### config.mk
export PLATFORM = sky130hd
export DESIGN_NAME = spike_inject_arbiter
export DESIGN_NICKNAME = d
export VERILOG_FILES = /design/src/rtl/spike_inject_arbiter.sv
export SDC_FILE = /design/constraint.sdc
export NUM_CORES = 1
export LEC_CHECK = 0
export ABC_AREA = 0
export ABC_CLOCK_PERIOD_IN_PS = 5600
export BUFFER_PORTS_ARGS = -buffer_cell sky130_fd_sc_hd__buf_2
export CORE_MARGIN = 5
export CORE_UTILIZATION = 45
export DETAILED_ROUTE_END_ITERATION = 10
export GPL_ROUTABILITY_DRIVEN = 0
export PLACE_DENSITY = 0.74
export SYNTH_ARGS = -nofsm -noshare
export SYNTH_HDL_FRONTEND = slang
export SYNTH_SLANG_ARGS = --single-unit
### constraint.sdc
create_clock -name i_clk -period 5.6 [get_ports i_clk]
set_input_delay 0.56 -clock i_clk [delete_from_list [all_inputs] [get_ports i_clk]]
set_output_delay 0.56 -clock i_clk [all_outputs]
set_load 0.01 [all_outputs]
### src/rtl/spike_inject_arbiter.sv
// Round-robin arbiter sharing the Kitten Fabric NoC inject port between spike sources,
// with a per-requester token-bucket rate limiter and a registered output stage.

package kf_pkg;
  typedef struct packed {
    logic [3:0]  dst_x;
    logic [3:0]  dst_y;
    logic [7:0]  src_core;
    logic [15:0] neuron_id;
  } spike_flit_t;
endpackage

module spike_inject_arbiter
  import kf_pkg::*;
#(
  parameter int unsigned NUM_REQ       = 4,
  parameter int unsigned BURST_MAX     = 8,
  parameter int unsigned REFILL_PERIOD = 16
) (
  input  logic               i_clk,
  input  logic               i_rst,
  input  logic               i_enable,
  input  logic [NUM_REQ-1:0] i_req_mask,
  input  logic [NUM_REQ-1:0] i_req_valid,
  output logic [NUM_REQ-1:0] o_req_ready,
  input  spike_flit_t        i_req_flit [NUM_REQ],
  output logic               o_noc_inject_valid,
  input  logic               i_noc_inject_ready,
  output spike_flit_t        o_noc_inject_flit,
  output logic [NUM_REQ-1:0] o_throttled,
  output logic [31:0]        o_flit_count
);

  localparam int unsigned TOK_W = $clog2(BURST_MAX + 1);
  localparam int unsigned PTR_W = $clog2(NUM_REQ);
  localparam int unsigned CNT_W = (REFILL_PERIOD > 1) ? $clog2(REFILL_PERIOD) : 1;

  logic [TOK_W-1:0] r_tokens     [NUM_REQ];
  logic [TOK_W-1:0] w_tokens_nxt [NUM_REQ];
  logic [PTR_W-1:0] r_rr_ptr;
  logic [CNT_W-1:0] r_refill_cnt;
  logic [31:0]      r_flit_count;
  logic             r_noc_valid;
  spike_flit_t      r_noc_flit;

  logic [NUM_REQ-1:0] w_eligible;
  logic [NUM_REQ-1:0] w_grant;
  logic [PTR_W-1:0]   w_grant_idx;
  logic [PTR_W-1:0]   w_ptr_nxt;
  logic               w_found;
  logic               w_slot_free;
  logic               w_xfer;
  logic               w_refill;

  // Position k of the round-robin scan starting at base.
  function automatic logic [PTR_W-1:0] rr_idx(input logic [PTR_W-1:0] base, input int unsigned k);
    int unsigned s;
    s = 32'(base) + k;
    return PTR_W'(s % NUM_REQ);
  endfunction

  always_comb begin
    for (int i = 0; i < NUM_REQ; i++) begin
      w_eligible[i]  = i_req_valid[i] && i_req_mask[i] && (r_tokens[i] != '0);
      o_throttled[i] = i_req_valid[i] && i_req_mask[i] && (r_tokens[i] == '0);
    end
  end

  always_comb begin
    w_grant     = '0;
    w_grant_idx = '0;
    w_found     = 1'b0;
    for (int k = 0; k < NUM_REQ; k++) begin
      if (!w_found && w_eligible[rr_idx(r_rr_ptr, k)]) begin
        w_found                          = 1'b1;
        w_grant_idx                      = rr_idx(r_rr_ptr, k);
        w_grant[rr_idx(r_rr_ptr, k)]     = 1'b1;
      end
    end
  end

  // Requesters never see ready while reset is held.
  assign w_slot_free = !r_noc_valid || i_noc_inject_ready;
  assign w_xfer      = w_found && i_enable && w_slot_free && !i_rst;
  assign o_req_ready = w_xfer ? w_grant : '0;
  assign w_ptr_nxt   = (32'(w_grant_idx) == NUM_REQ - 1) ? '0 : w_grant_idx + PTR_W'(1);
  assign w_refill    = (r_refill_cnt == CNT_W'(REFILL_PERIOD - 1));

  // Consume and refill in the same cycle cancel out.
  always_comb begin
    for (int i = 0; i < NUM_REQ; i++) begin
      w_tokens_nxt[i] = r_tokens[i];
      if (o_req_ready[i] && !w_refill) begin
        w_tokens_nxt[i] = r_tokens[i] - TOK_W'(1);
      end else if (!o_req_ready[i] && w_refill && (r_tokens[i] != TOK_W'(BURST_MAX))) begin
        w_tokens_nxt[i] = r_tokens[i] + TOK_W'(1);
      end
    end
  end

  always_ff @(posedge i_clk) begin
    if (i_rst) begin
      for (int i = 0; i < NUM_REQ; i++) r_tokens[i] <= TOK_W'(BURST_MAX);
      r_refill_cnt <= '0;
    end else begin
      for (int i = 0; i < NUM_REQ; i++) r_tokens[i] <= w_tokens_nxt[i];
      r_refill_cnt <= w_refill ? '0 : r_refill_cnt + CNT_W'(1);
    end
  end

  always_ff @(posedge i_clk) begin
    if (i_rst) begin
      r_rr_ptr     <= '0;
      r_flit_count <= '0;
    end else if (w_xfer) begin
      r_rr_ptr <= w_ptr_nxt;
      if (r_flit_count != '1) r_flit_count <= r_flit_count + 32'd1;
    end
  end

  // Output stage: a held flit stays stable until the NoC takes it.
  always_ff @(posedge i_clk) begin
    if (i_rst) begin
      r_noc_valid <= 1'b0;
      r_noc_flit  <= '0;
    end else if (w_xfer) begin
      r_noc_valid <= 1'b1;
      r_noc_flit  <= i_req_flit[w_grant_idx];
    end else if (i_noc_inject_ready) begin
      r_noc_valid <= 1'b0;
    end
  end

  assign o_noc_inject_valid = r_noc_valid;
  assign o_noc_inject_flit  = r_noc_flit;
  assign o_flit_count       = r_flit_count;

endmodule
==> results.txt, run 1 <==
----------------------------------------------------
[Worst setup path]
  Kind of start point of the critical path ... register
  Reg2reg path depth ... 16
  Nature of the critical path endpoint ... register
  Maximum net fanout on the critical path ... 14
  Stage delay of the slowest cell on the critical path ... 0.68 ns
  CP top delay family ... compound AO/OA/AOI/OAI gates
  Required time of the critical path ... 5.83 ns
  Critical setup path kind ... reg2reg
  Worst R2R End ... r_tokens[0][15]$_SDFFE_PP1P_
  Slowest CP cell ... dfxtp_1
  Arr. time, crit path ... 4.89 ns
  List of cells traversed by the critical path ... inv_1 > ha_1 > nand3b_1 > o221ai_1 > and2_1 > o311ai_1 > a22oi_4 > nor2_4 > nand2_1 > inv_1 > ha_1 > a21o_1 > a21oi_1 > nor3_1 > mux2_2 > a311o_1
  Register-to-register setup slack ... 0.94 ns
  Count of buffer and inverter cells on the critical path ... 2

[Clock network]
  Clock tree root buffer cell ... clkbuf_16
  Clk sink count ... 87
  Maximum number of buffers from clock root to sink ... 2
  Clock network latency to the later pin of the worst-skew pair ... 0.34 ns
  Number of gates resized after cts ... 0
  CTS tree ... yes
  Reg clk slew, reported paths ... 0.07 ns
  Maximum level of the CTS H-tree ... 3
  Number of buffers inserted by post-CTS setup repair ... 0
  Number of buffers inserted by hold repair at cts ... 0
  Num CTS Buffers ... 9

[Route]
  Met3 wirelength from detailed routing ... 1.06 mm
  Average vias per placed instance ... 5.55
  Total detailed-routing wirelength ... 15.9 mm
  Total DRC errors in the routed layout ... 0
  Count of routing violations after the opening detailed-route iteration ... 293
  Met2 Wirelength ... 7.63 mm
  Highest metal layer with signal wires ... met4
  Total via count after detailed routing ... 5805
  Average wire per cell in the routed design ... 15.2 um
  First drt pass iteration count ... 5
  Metal-1 WL ... 6.66 mm
  Antenna Violating Nets Remaining ... 0

[Timing]
  Unrepaired setup endpoints after global routing ... false
  Period Utilization, post-route ... 83.2%
  Worst-margin pin slew ... 1.13 ns
  Time the worst path needs with I/O delays and setup ... 4.66 ns
  Final Hold Vio Count ... 0
  Fmax achieved ... 215 MHz
  Worst rel slew slack ... 24.5%
  Layout Skew ... 0.00614 ns
  Count of final setup violators ... 0
  Final Slew Violations ... 0
  Setup Total Neg Slack ... 0 ns
  Minimum setup slack in the final design ... 0.940 ns

[Final layout]
  Antenna diode count ... 0
  Layout cells sized above 1 ... 28.0%
  Area growth from synthesis to layout ... 26.2%
  Final net count ... 1055
  Final-layout fill cell count ... 1147

[Synth]
  EDFF count, synth ... 0
  Proportion of netlist area held by the largest area contributor ... 32.0%
  Largest area contributor in the netlist ... dfxtp_1
  Mapped Nets ... 868
  Fraction of the yosys area taken by sequential cells ... 32.0%
  Top flip-flop cell by instance count after synthesis ... dfxtp_1
  Number of library cell types mapped by synthesis ... 64
  Share of flip-flops with an asynchronous set or reset ... 0%
  Per-instance average area after synthesis ... 7.70 um2
  Cell count after synthesis ... 707
  Count of synthesis-stage warnings from yosys ... 0
  Post-synthesis instance area ... 5440 um2
  Leading post-synthesis cells by cell area ... dfxtp_1 (32%), nand2_1 (11%), nand3_1 (8.6%)
  Synthesis-stage register bit count ... 87

[Outcome]
  Run status ... finished, final reports clean

[Global routing]
  Number of global-route vias before repair ... 5308
  Total routing resource utilization after global routing ... 21.4%
  First-pass GRT wire length ... 25.4 mm
  Overflow left after global routing ... 0
  Antenna violations before repair ... 0
  Pin count of the biggest net entering global routing ... 66

[Power]
  Power density normalized to cell area ... 243 nW/um2
  Worst ir drop on vdd ... 0.135 mV
  Leakage power figure ... 3.19 nW

[Placed design]
  Number of I/O port buffers ... 212
  Post-Place Worst Slack ... 1.08 ns
  Detailed placement HPWL ... 11.7 mm

[Floorplan]
  Full die area ... 14400 um2
  Core region area ... 11900 um2
  Starting utilization of the core area ... 45.7%
  Die H ... 120 um
  Ports placed on the boundary ... 213
  Width of the die ... 120 um
  Site Rows ... 40

[Hold path]
  Startpoint of the tightest hold check path ... o_noc_inject_flit[6]$_SDFFE_PP0P_
  Hold-critical path endpoint ... o_noc_inject_flit[6]$_SDFFE_PP0P_
  Number of cells on the worst hold path ... 1
  Worst min-delay path class ... reg2reg

[Run]
  Count of max-cap constraint violations ... 0

----------------------------------------------------
where the power goes:
part           total, W  switching (W)  leakage [nW]  internal, W
clock network  0.000578       0.000261         0.133     0.000317
logic          0.000411       0.000241          2.35     0.000170
registers      0.000680      0.0000252         0.708     0.000654
cell usage in the layout (no fill, tap or decap), drive strengths merged, types with 3 or more instances in the layout:
master | Yosys | layout
nand2 | 154 | 154
xnor2 | 17 | 17
a21o | 5 | 5
and3 | 8 | 8
a32o | 32 | 32
mux2 | 3 | 3
o2bb2ai | 3 | 3
a21oi | 14 | 14
dfxtp | 87 | 87
or3 | 5 | 5
a22oi | 6 | 6
o21a | 3 | 3
nand3 | 93 | 93
ha | 17 | 17
mux2i | 9 | 9
and4 | 3 | 3
inv | 26 | 28
xor2 | 25 | 25
fa | 4 | 4
or4 | 4 | 4
nor2b | 3 | 3
nor3b | 4 | 4
clkbuf | 36 | 11
nor4 | 5 | 5
nor2 | 59 | 59
and2 | 8 | 8
buf | 6 | 218
o21ai | 5 | 5
nand2b | 7 | 7
nand4 | 10 | 10
o311ai | 4 | 4
a311oi | 6 | 6
a211oi | 5 | 5
nor3 | 5 | 5
sequential cells by signal (all words and copies together), names as in the netlist, named ones only:
signal and count:
r_refill_cnt 4, o_flit_count 32, r_tokens 16, o_noc_inject_valid 1, o_noc_inject_flit 32, r_rr_ptr 1
worst reg2reg max path: stages, from the launching register on:
cell and delay [ns]:
dfxtp_1 0.68, inv_1 0.30, ha_1 0.57, nand3b_1 0.18, o221ai_1 0.24, and2_1 0.31
o311ai_1 0.43, a22oi_4 0.09, nor2_4 0.16, nand2_1 0.10, inv_1 0.12, ha_1 0.24
a21o_1 0.19, a21oi_1 0.26, nor3_1 0.08, mux2_2 0.28, a311o_1 0.31
stage by stage:
step / instance area [um2] / cells / utilization [%] / hold slack [ns] / total power, W
floorplan: 5440 / 707 / - / 0.448 / 0.000961
finish: 6870 / 1046 / 57.7 / 0.461 / 0.00167
global placement: 6590 / 1030 / 55.3 / 0.444 / 0.00110
detailed placement: 6590 / 1030 / 55.3 / 0.448 / 0.00110
CTS: 6870 / 1046 / 57.7 / 0.464 / 0.00169
global route: 6870 / 1046 / 57.7 / 0.476 / 0.00177
layer usage:
layer / global-route usage, % / vias to the layer above
li1: - / 2879
met1: 26.7 / 2667
met2: 35.6 / 217
met3: 4.24 / 42
met4: 9.81 / 0
met5: 0 / -
synth_stat cells, types with 7 or more instances:
library cell / count
xor2_1: 25
dfxtp_1: 87
mux2i_1: 9
a32o_1: 32
xnor2_1: 17
nand4_1: 10
ha_1: 17
clkbuf_1: 36
a21oi_1: 11
nand3_1: 93
nand2_1: 154
nor2_1: 58
and2_1: 7
and3_1: 8
inv_1: 26
nand2b_1: 7
final cells by class:
type | count | area [um2] | share of cell area (%)
timing repair buffer | 218 | 1110 | 16.1
clock buffer | 11 | 243 | 3.53
clock inverter | 5 | 41.3 | 0.601
sequential | 87 | 1740 | 25.4
inverter | 26 | 97.6 | 1.42
multi-input combinational | 552 | 3460 | 50.3
tap | 147 | 184 | 2.68
logic make-up after synthesis:
logic type / count (synthesis) / synth area share, %
AO/OA/AOI/OAI: 101 / 16.0
XOR/XNOR: 42 / 6.76
adder cells (fa/ha/maj): 21 / 5.38
buffers and inverters: 68 / 5.01
flip-flops: 87 / 32.0
multiplexers: 14 / 3.10
AND/OR/NAND/NOR: 374 / 31.7
how the worst max path moves through the flow:
stage	slack [ns]	cells after the start	from	endpoint
floorplan	1.36	18	register	r_tokens[0][15]$_SDFFE_PP1P_
global placement	1.19	16	register	r_tokens[0][15]$_SDFFE_PP1P_
detailed placement	1.08	16	register	r_tokens[0][15]$_SDFFE_PP1P_
CTS	1.03	16	register	r_tokens[0][15]$_SDFFE_PP1P_
global route	0.67	16	register	r_tokens[0][15]$_SDFFE_PP1P_
finish	0.94	16	register	r_tokens[0][15]$_SDFFE_PP1P_
No activity file was read; power rests on OpenSTA's default activity.
==> inputs of run 2 (changes only) <==
--- a/config.mk
+++ b/config.mk
@@ -6,13 +6,13 @@
 export NUM_CORES = 1
 export LEC_CHECK = 0
 export ABC_AREA = 0
-export ABC_CLOCK_PERIOD_IN_PS = 5600
+export ABC_CLOCK_PERIOD_IN_PS = 4100
 export BUFFER_PORTS_ARGS = -buffer_cell sky130_fd_sc_hd__buf_2
 export CORE_MARGIN = 5
 export CORE_UTILIZATION = 45
 export DETAILED_ROUTE_END_ITERATION = 10
 export GPL_ROUTABILITY_DRIVEN = 0
-export PLACE_DENSITY = 0.74
+export PLACE_DENSITY = 0.77
 export SYNTH_ARGS = -nofsm -noshare
 export SYNTH_HDL_FRONTEND = slang
 export SYNTH_SLANG_ARGS = --single-unit
==> constraint.sdc (replaced) <==
create_clock -name i_clk -period 4.1 [get_ports i_clk]
set_input_delay 0.41 -clock i_clk [delete_from_list [all_inputs] [get_ports i_clk]]
set_output_delay 0.41 -clock i_clk [all_outputs]
set_load 0.01 [all_outputs]
==> run 2 against run 1 <==
Global-route usage increased by 1.1 points. Count of clock-buffer cells in the layout decreased by 1. Clock power increased by 33%. Register-to-register slack got worse by 0.64 ns. Combinational power increased by 43%. Highest routed layer unchanged.
==> results.txt, run 2 (synthesis results as in run 1) <==
----------------------------------------------------
[Outcome]
  Run status ... finished, final reports clean

[Timing]
  Final Hold Vio Count ... 0 (unchanged)
  Layout Skew ... 0.00504 ns (-0.00110 ns)
  Count of final setup violators ... 0 (unchanged)
  Final Slew Violations ... 0 (unchanged)
  Unrepaired setup endpoints after global routing ... false
  Fmax achieved ... 263 MHz (+22%)
  Worst-margin pin slew ... 0.878 ns (-0.251 ns)
  Time the worst path needs with I/O delays and setup ... 3.80 ns (-0.855 ns)
  Period Utilization, post-route ... 92.8% (+9.6 points)
  Setup Total Neg Slack ... 0 ns (unchanged)
  Worst rel slew slack ... 41.5% (+17 points)

[Route]
  Average vias per placed instance ... 5.41 (-2.5%)
  Total via count after detailed routing ... 5747 (-1.0%)
  Total detailed-routing wirelength ... 16.4 mm (+2.8%)
  Average wire per cell in the routed design ... 15.4 um (+1.3%)
  First drt pass iteration count ... 6 (+1)
  Total DRC errors in the routed layout ... 0 (unchanged)
  Count of routing violations after the opening detailed-route iteration ... 320 (+9.2%)
  Antenna Violating Nets Remaining ... 0 (unchanged)

[Final layout]
  Area growth from synthesis to layout ... 28.1%
  Highest-count cells in the layout ignoring fill and taps ... buf_2 (212), nand2_1 (153), nand3_1 (93)
  Final net count ... 1069 (+1.3%)
  Final core occ ... 58.5% (+0.84 points)
  Final-layout fill cell count ... 1134 (-1.1%)
  Layout cells sized above 1 ... 29.1% (+1.1 points)
  Most common cell after layout, fill and taps aside ... buf_2

[Worst setup path]
  Nature of the critical path endpoint ... register
  Worst R2R End ... r_tokens[0][15]$_SDFFE_PP1P_
  Critical setup path kind ... reg2reg
  Startpoint of the lowest-slack register-to-register path ... r_tokens[0][7]$_SDFFE_PP1P_
  Maximum net fanout on the critical path ... 7 (-7)
  Required time of the critical path ... 4.33 ns (-1.50 ns)
  Reg2reg path depth ... 14 (-2)
  Register-to-register setup slack ... 0.30 ns (-0.64 ns)
  Kind of start point of the critical path ... register
  Arr. time, crit path ... 4.04 ns (-0.85 ns)

[Global routing]
  Antenna violations before repair ... 2 (+2)
  Total routing resource utilization after global routing ... 22.5% (+1.1 points)
  First-pass GRT wire length ... 26.4 mm (+3.9%)
  Pin count of the biggest net entering global routing ... 54 (-18%)
  Number of global-route vias before repair ... 5516 (+3.9%)
  Overflow left after global routing ... 0 (unchanged)

[Floorplan]
  Width of the die ... 120 um (unchanged)
  Starting utilization of the core area ... 45.7% (unchanged)
  Full die area ... 14400 um2 (unchanged)
  Core region area ... 11900 um2 (unchanged)
  Ports placed on the boundary ... 213 (unchanged)
  Die H ... 120 um (unchanged)
  Site Rows ... 40 (unchanged)

[Clock network]
  Clock network latency to the later pin of the worst-skew pair ... 0.34 ns (about the same)
  Reg clk slew, reported paths ... 0.07 ns (about the same)
  Maximum level of the CTS H-tree ... 3 (unchanged)
  Maximum number of buffers from clock root to sink ... 2 (unchanged)
  Clk sink count ... 87 (unchanged)
  Number of gates resized after cts ... 0 (unchanged)
  Clock tree root buffer cell ... clkbuf_16
  Number of buffers inserted by hold repair at cts ... 0 (unchanged)
  CTS tree ... yes
  Num CTS Buffers ... 9 (unchanged)
  Number of buffers inserted by post-CTS setup repair ... 0 (unchanged)

[Run]
  Count of max-cap constraint violations ... 0 (unchanged)

[Placed design]
  Detailed placement HPWL ... 12.4 mm (+6.4%)
  Number of I/O port buffers ... 212 (unchanged)

[Power]
  Leakage power figure ... 3.25 nW (+2.0%)
  Worst ir drop on vdd ... 0.196 mV (+45%)
  Power density normalized to cell area ... 327 nW/um2 (+35%)

[Hold path]
  Number of cells on the worst hold path ... 3 (+2)
  Worst min-delay path class ... in2reg
  Hold-critical path endpoint ... o_noc_inject_valid$_SDFFE_PP0P_
  Startpoint of the tightest hold check path ... i_noc_inject_ready

----------------------------------------------------
run 2: report_power, final:
group	internal, W	switching, W
Sequential	0.000894	0.0000302
Combinational	0.000245	0.000343
Clock	0.000413	0.000356
run 2: worst max-delay path, cell delays in order, from the launching register on:
cell and delay [ns]:
dfxtp_1 0.34, or4_1 0.64, a2bb2oi_2 0.46, o211a_1 0.26, or2_1 0.18, a22oi_4 0.10
nor2_4 0.16, nand2_1 0.11, inv_1 0.14, ha_1 0.24, a21o_1 0.17, a21oi_1 0.25
nor3_1 0.07, mux2_2 0.26, a311o_1 0.31
run 2: stage by stage:
stage,cells,hold slack [ns],setup slack [ns],total power (W),instance area [um2]
2_1_floorplan,707,0.448,0.0222,0.00131,5440
3_3_place_gp,1044,0.443,0.405,0.00153,6690
3_5_place_dp,1044,0.448,0.285,0.00153,6690
4_1_cts,1060,0.366,0.315,0.00231,6960
5_1_grt,1062,0.403,0.0312,0.00242,6970
6_report,1062,0.385,0.295,0.00228,6970
run 2: worst max path at each step:
stage                                start                            to  depth (start not counted)
2_1_floorplan                     register  r_tokens[0][15]$_SDFFE_PP1P_                         18
3_3_place_gp                i_req_valid[1]  r_tokens[0][15]$_SDFFE_PP1P_                         15
3_5_place_dp                i_req_valid[1]  r_tokens[0][15]$_SDFFE_PP1P_                         15
4_1_cts        r_tokens[0][7]$_SDFFE_PP1P_  r_tokens[0][15]$_SDFFE_PP1P_                         14
5_1_grt           r_rr_ptr[1]$_SDFFE_PP0P_  r_tokens[0][15]$_SDFFE_PP1P_                         16
6_report       r_tokens[0][7]$_SDFFE_PP1P_  r_tokens[0][15]$_SDFFE_PP1P_                         14
run 2: layer usage:
layer,global-route usage (%),wire length [um],up-vias
met2,37.9,7890,189
met3,5.61,1110,33
met4,10.0,581,0
met5,0,0,-
li1,-,-,2905
met1,27.1,6810,2620
run 2: area by class of cell:
class                      instances  area [um2]  share of cell area, %
antenna                            2        5.00                 0.0718
multi-input combinational        552        3460                   49.6
tap                              147         184                   2.64
inverter                          26        97.6                   1.40
clock inverter                     6        45.0                  0.646
timing repair buffer             232        1210                   17.4
sequential                        87        1740                   25.0
clock buffer                      10         229                   3.29
==> inputs of run 3 (changes only) <==
--- a/config.mk
+++ b/config.mk
@@ -7,12 +7,12 @@
 export LEC_CHECK = 0
 export ABC_AREA = 0
 export ABC_CLOCK_PERIOD_IN_PS = 4100
-export BUFFER_PORTS_ARGS = -buffer_cell sky130_fd_sc_hd__buf_2
 export CORE_MARGIN = 5
 export CORE_UTILIZATION = 45
 export DETAILED_ROUTE_END_ITERATION = 10
+export DONT_BUFFER_PORTS = 1
 export GPL_ROUTABILITY_DRIVEN = 0
-export PLACE_DENSITY = 0.77
+export PLACE_DENSITY = 0.61
 export SYNTH_ARGS = -nofsm -noshare
 export SYNTH_HDL_FRONTEND = slang
 export SYNTH_SLANG_ARGS = --single-unit
==> constraint.sdc (replaced) <==
create_clock -name i_clk -period 4.1 [get_ports i_clk]
set_input_delay 0.41 -clock i_clk [delete_from_list [all_inputs] [get_ports i_clk]]
set_output_delay 0.41 -clock i_clk [all_outputs]
set_load 0.02 [all_outputs]
==> run 3 against run 2 <==
Sequential cell count unchanged. Critical path type unchanged. Sequential share of layout area increased by 4.5 points. Global-route usage fell by 1.9 points. Die area is the same.
==> results.txt, run 3 (synthesis results as in run 1) <==
----------------------------------------------------
[Floorplan]
  Die H ... 120 um (unchanged)
  Site Rows ... 40 (unchanged)
  Width of the die ... 120 um (unchanged)
  Full die area ... 14400 um2 (unchanged)
  Starting utilization of the core area ... 45.7% (unchanged)
  Core region area ... 11900 um2 (unchanged)
  Ports placed on the boundary ... 213 (unchanged)

[Worst setup path]
  Register-to-register setup slack ... 0.32 ns (+0.03 ns)
  Slowest CP cell ... ha_1
  Kind of start point of the critical path ... register
  Arr. time, crit path ... 4.00 ns (-0.04 ns)
  Stages on the worst setup path ... 16 (+2)
  List of cells traversed by the critical path ... inv_1 > ha_1 > nand3b_1 > o221ai_1 > and2_1 > o311ai_2 > a22oi_4 > nor2_4 > nand2_1 > inv_1 > ha_1 > a21o_1 > a21oi_1 > nor3_1 > mux2_2 > a311o_1
  Startpoint of the lowest-slack register-to-register path ... r_rr_ptr[1]$_SDFFE_PP0P_
  Count of buffer and inverter cells on the critical path ... 2 (+1)
  Maximum net fanout on the critical path ... 12 (+5)
  Critical Path Sink ... r_tokens[0][15]$_SDFFE_PP1P_
  Stage delay of the slowest cell on the critical path ... 0.53 ns (-0.11 ns)
  Reg2reg path depth ... 16 (+2)
  Required time of the critical path ... 4.32 ns (about the same)
  Nature of the critical path endpoint ... register
  Critical path startpoint ... r_rr_ptr[1]$_SDFFE_PP0P_
  Critical setup path kind ... reg2reg
  CP top delay family ... compound AO/OA/AOI/OAI gates
  Worst R2R End ... r_tokens[0][15]$_SDFFE_PP1P_

[Power]
  Worst ir drop on vdd ... 0.213 mV (+8.8%)
  Power density normalized to cell area ... 375 nW/um2 (+14%)
  Leakage power figure ... 2.31 nW (-29%)

[Route]
  Total detailed-routing wirelength ... 15.2 mm (-7.1%)
  Antenna Violating Nets Remaining ... 0 (unchanged)
  First drt pass iteration count ... 5 (-1)
  Average wire per cell in the routed design ... 18.0 um (+17%)
  Total DRC errors in the routed layout ... 0 (unchanged)
  Total via count after detailed routing ... 5045 (-12%)
  Count of routing violations after the opening detailed-route iteration ... 294 (-8.1%)
  Average vias per placed instance ... 5.96 (+10%)

[Global routing]
  First-pass GRT wire length ... 24.3 mm (-8.2%)
  Antenna violations before repair ... 0 (-2)
  Number of global-route vias before repair ... 4777 (-13%)
  Total routing resource utilization after global routing ... 20.6% (-1.9 points)
  Pin count of the biggest net entering global routing ... 56 (+3.7%)
  Overflow left after global routing ... 0 (unchanged)

[Hold path]
  Worst min-delay path class ... in2reg

[Clock network]
  CTS tree ... yes
  Reg clk slew, reported paths ... 0.06 ns (about the same)
  Clk sink count ... 87 (unchanged)
  Clock network latency to the later pin of the worst-skew pair ... 0.34 ns (about the same)
  Maximum level of the CTS H-tree ... 3 (unchanged)
  Clock tree root buffer cell ... clkbuf_16
  Maximum number of buffers from clock root to sink ... 2 (unchanged)
  Num CTS Buffers ... 9 (unchanged)
  Number of buffers inserted by hold repair at cts ... 0 (unchanged)

[Placed design]
  Detailed placement HPWL ... 11.8 mm (-5.1%)
  Number of I/O port buffers ... 0 (-100%)
  Placed insts ... 830 (-20%)
  Post-Place Worst Slack ... 0.263 ns (-0.0226 ns)

[Final layout]
  Layout cells sized above 1 ... 7.73% (-21 points)
  Antenna diode count ... 0 (-2)
  Final core occ ... 49.6% (-8.9 points)
  Area growth from synthesis to layout ... 8.58%
  Most common cell after layout, fill and taps aside ... nand2_1
  Highest-count cells in the layout ignoring fill and taps ... nand2_1 (153), nand3_1 (93), dfxtp_1 (87)
  Cell Count, Final, Fillers Out ... 846 (-20%)
  Final net count ... 855 (-20%)

[Outcome]
  Run status ... finished, final reports clean

[Timing]
  Layout Skew ... 0.00944 ns (+0.00440 ns)
  Fmax achieved ... 265 MHz (+0.76%)
  Final Hold Vio Count ... 0 (unchanged)
  Period Utilization, post-route ... 92.1% (-0.70 points)
  Minimum setup slack in the final design ... 0.324 ns (+0.0287 ns)
  Worst rel slew slack ... 41.2% (-0.26 points)
  Worst-margin pin slew ... 0.875 ns (-0.00276 ns)
  Count of final setup violators ... 0 (unchanged)
  Final Slew Violations ... 0 (unchanged)
  Smallest hold slack ... 0.139 ns (-0.246 ns)
  Time the worst path needs with I/O delays and setup ... 3.78 ns (-0.0287 ns)
  Unrepaired setup endpoints after global routing ... false
  Setup Total Neg Slack ... 0 ns (unchanged)

[Run]
  Count of max-cap constraint violations ... 0 (unchanged)

----------------------------------------------------
## run 3: changes by cell type in the layout (fill, tap and decap cells not counted)
cell / change
buf_2: -212
buf_4: -2
diode_2: -2
clkbuf_8: +1
clkinv_2: -1
clkinv_4: +1
clkinvlp_4: -1
o311ai_1: -1
o311ai_2: +1
or2_1: -1
or2_4: +1
## run 3: layer usage
| metal | GRT usage (%) | wire [um] |
|---|---|---|
| met1 | 26.2 | 6480 |
| met2 | 33.8 | 7300 |
| met3 | 4.67 | 1030 |
| met4 | 8.30 | 406 |
| met5 | 0 | 0 |
## run 3: worst register-to-register path, cell delays in order (launching register included)
cell      delay, ns
dfxtp_1        0.33
inv_1          0.10
ha_1           0.53
nand3b_1       0.19
o221ai_1       0.14
and2_1         0.28
o311ai_2       0.37
a22oi_4        0.09
nor2_4         0.10
nand2_1        0.09
inv_1          0.13
ha_1           0.24
a21o_1         0.18
a21oi_1        0.25
nor3_1         0.07
mux2_2         0.26
a311o_1        0.31
## run 3: timing repair
item / in CTS / in global routing
resized for setup: 0 / 1
setup buffers: 0 / 0
hold endpoints to repair: 0 / 0
setup endpoints to repair: 0 / 1
## run 3: worst min path at each step
stage / start / endpoint / slack, ns / cells after the start
finish: i_rst / register / 0.14 / 1
global route: i_rst / register / 0.12 / 1
global placement: r_refill_cnt[0]$_SDFF_PP0_ / r_refill_cnt[0]$_SDFF_PP0_ / 0.46 / 1
floorplan: r_refill_cnt[0]$_SDFF_PP0_ / r_refill_cnt[0]$_SDFF_PP0_ / 0.45 / 1
CTS: i_rst / register / 0.13 / 1
detailed placement: r_refill_cnt[0]$_SDFF_PP0_ / r_refill_cnt[0]$_SDFF_PP0_ / 0.48 / 1
## run 3: stage by stage
step | cell area, um2 | power (W)
final | 5910 | 0.00221
after global routing | 5910 | 0.00233
after CTS | 5910 | 0.00224
after detailed placement | 5620 | 0.00145
after global placement | 5620 | 0.00144
after floorplan | 5450 | 0.00135
## run 3: layout make-up
class | count | area, um2
clock buffers | 11 | 243
clock inverters | 5 | 41.3
fillers | 1133 | 6000
inverters | 26 | 97.6
multi-input cells | 552 | 3470
flip-flops and latches | 87 | 1740
well taps | 147 | 184
repair buffers | 18 | 135
## run 3: power breakdown
group | leakage [nW] | internal [W] | switching, W
combinational | 1.47 | 0.000173 | 0.000274
sequential | 0.708 | 0.000894 | 0.0000927
clock | 0.132 | 0.000432 | 0.000349
total | 2.31 | 0.00150 | 0.000715
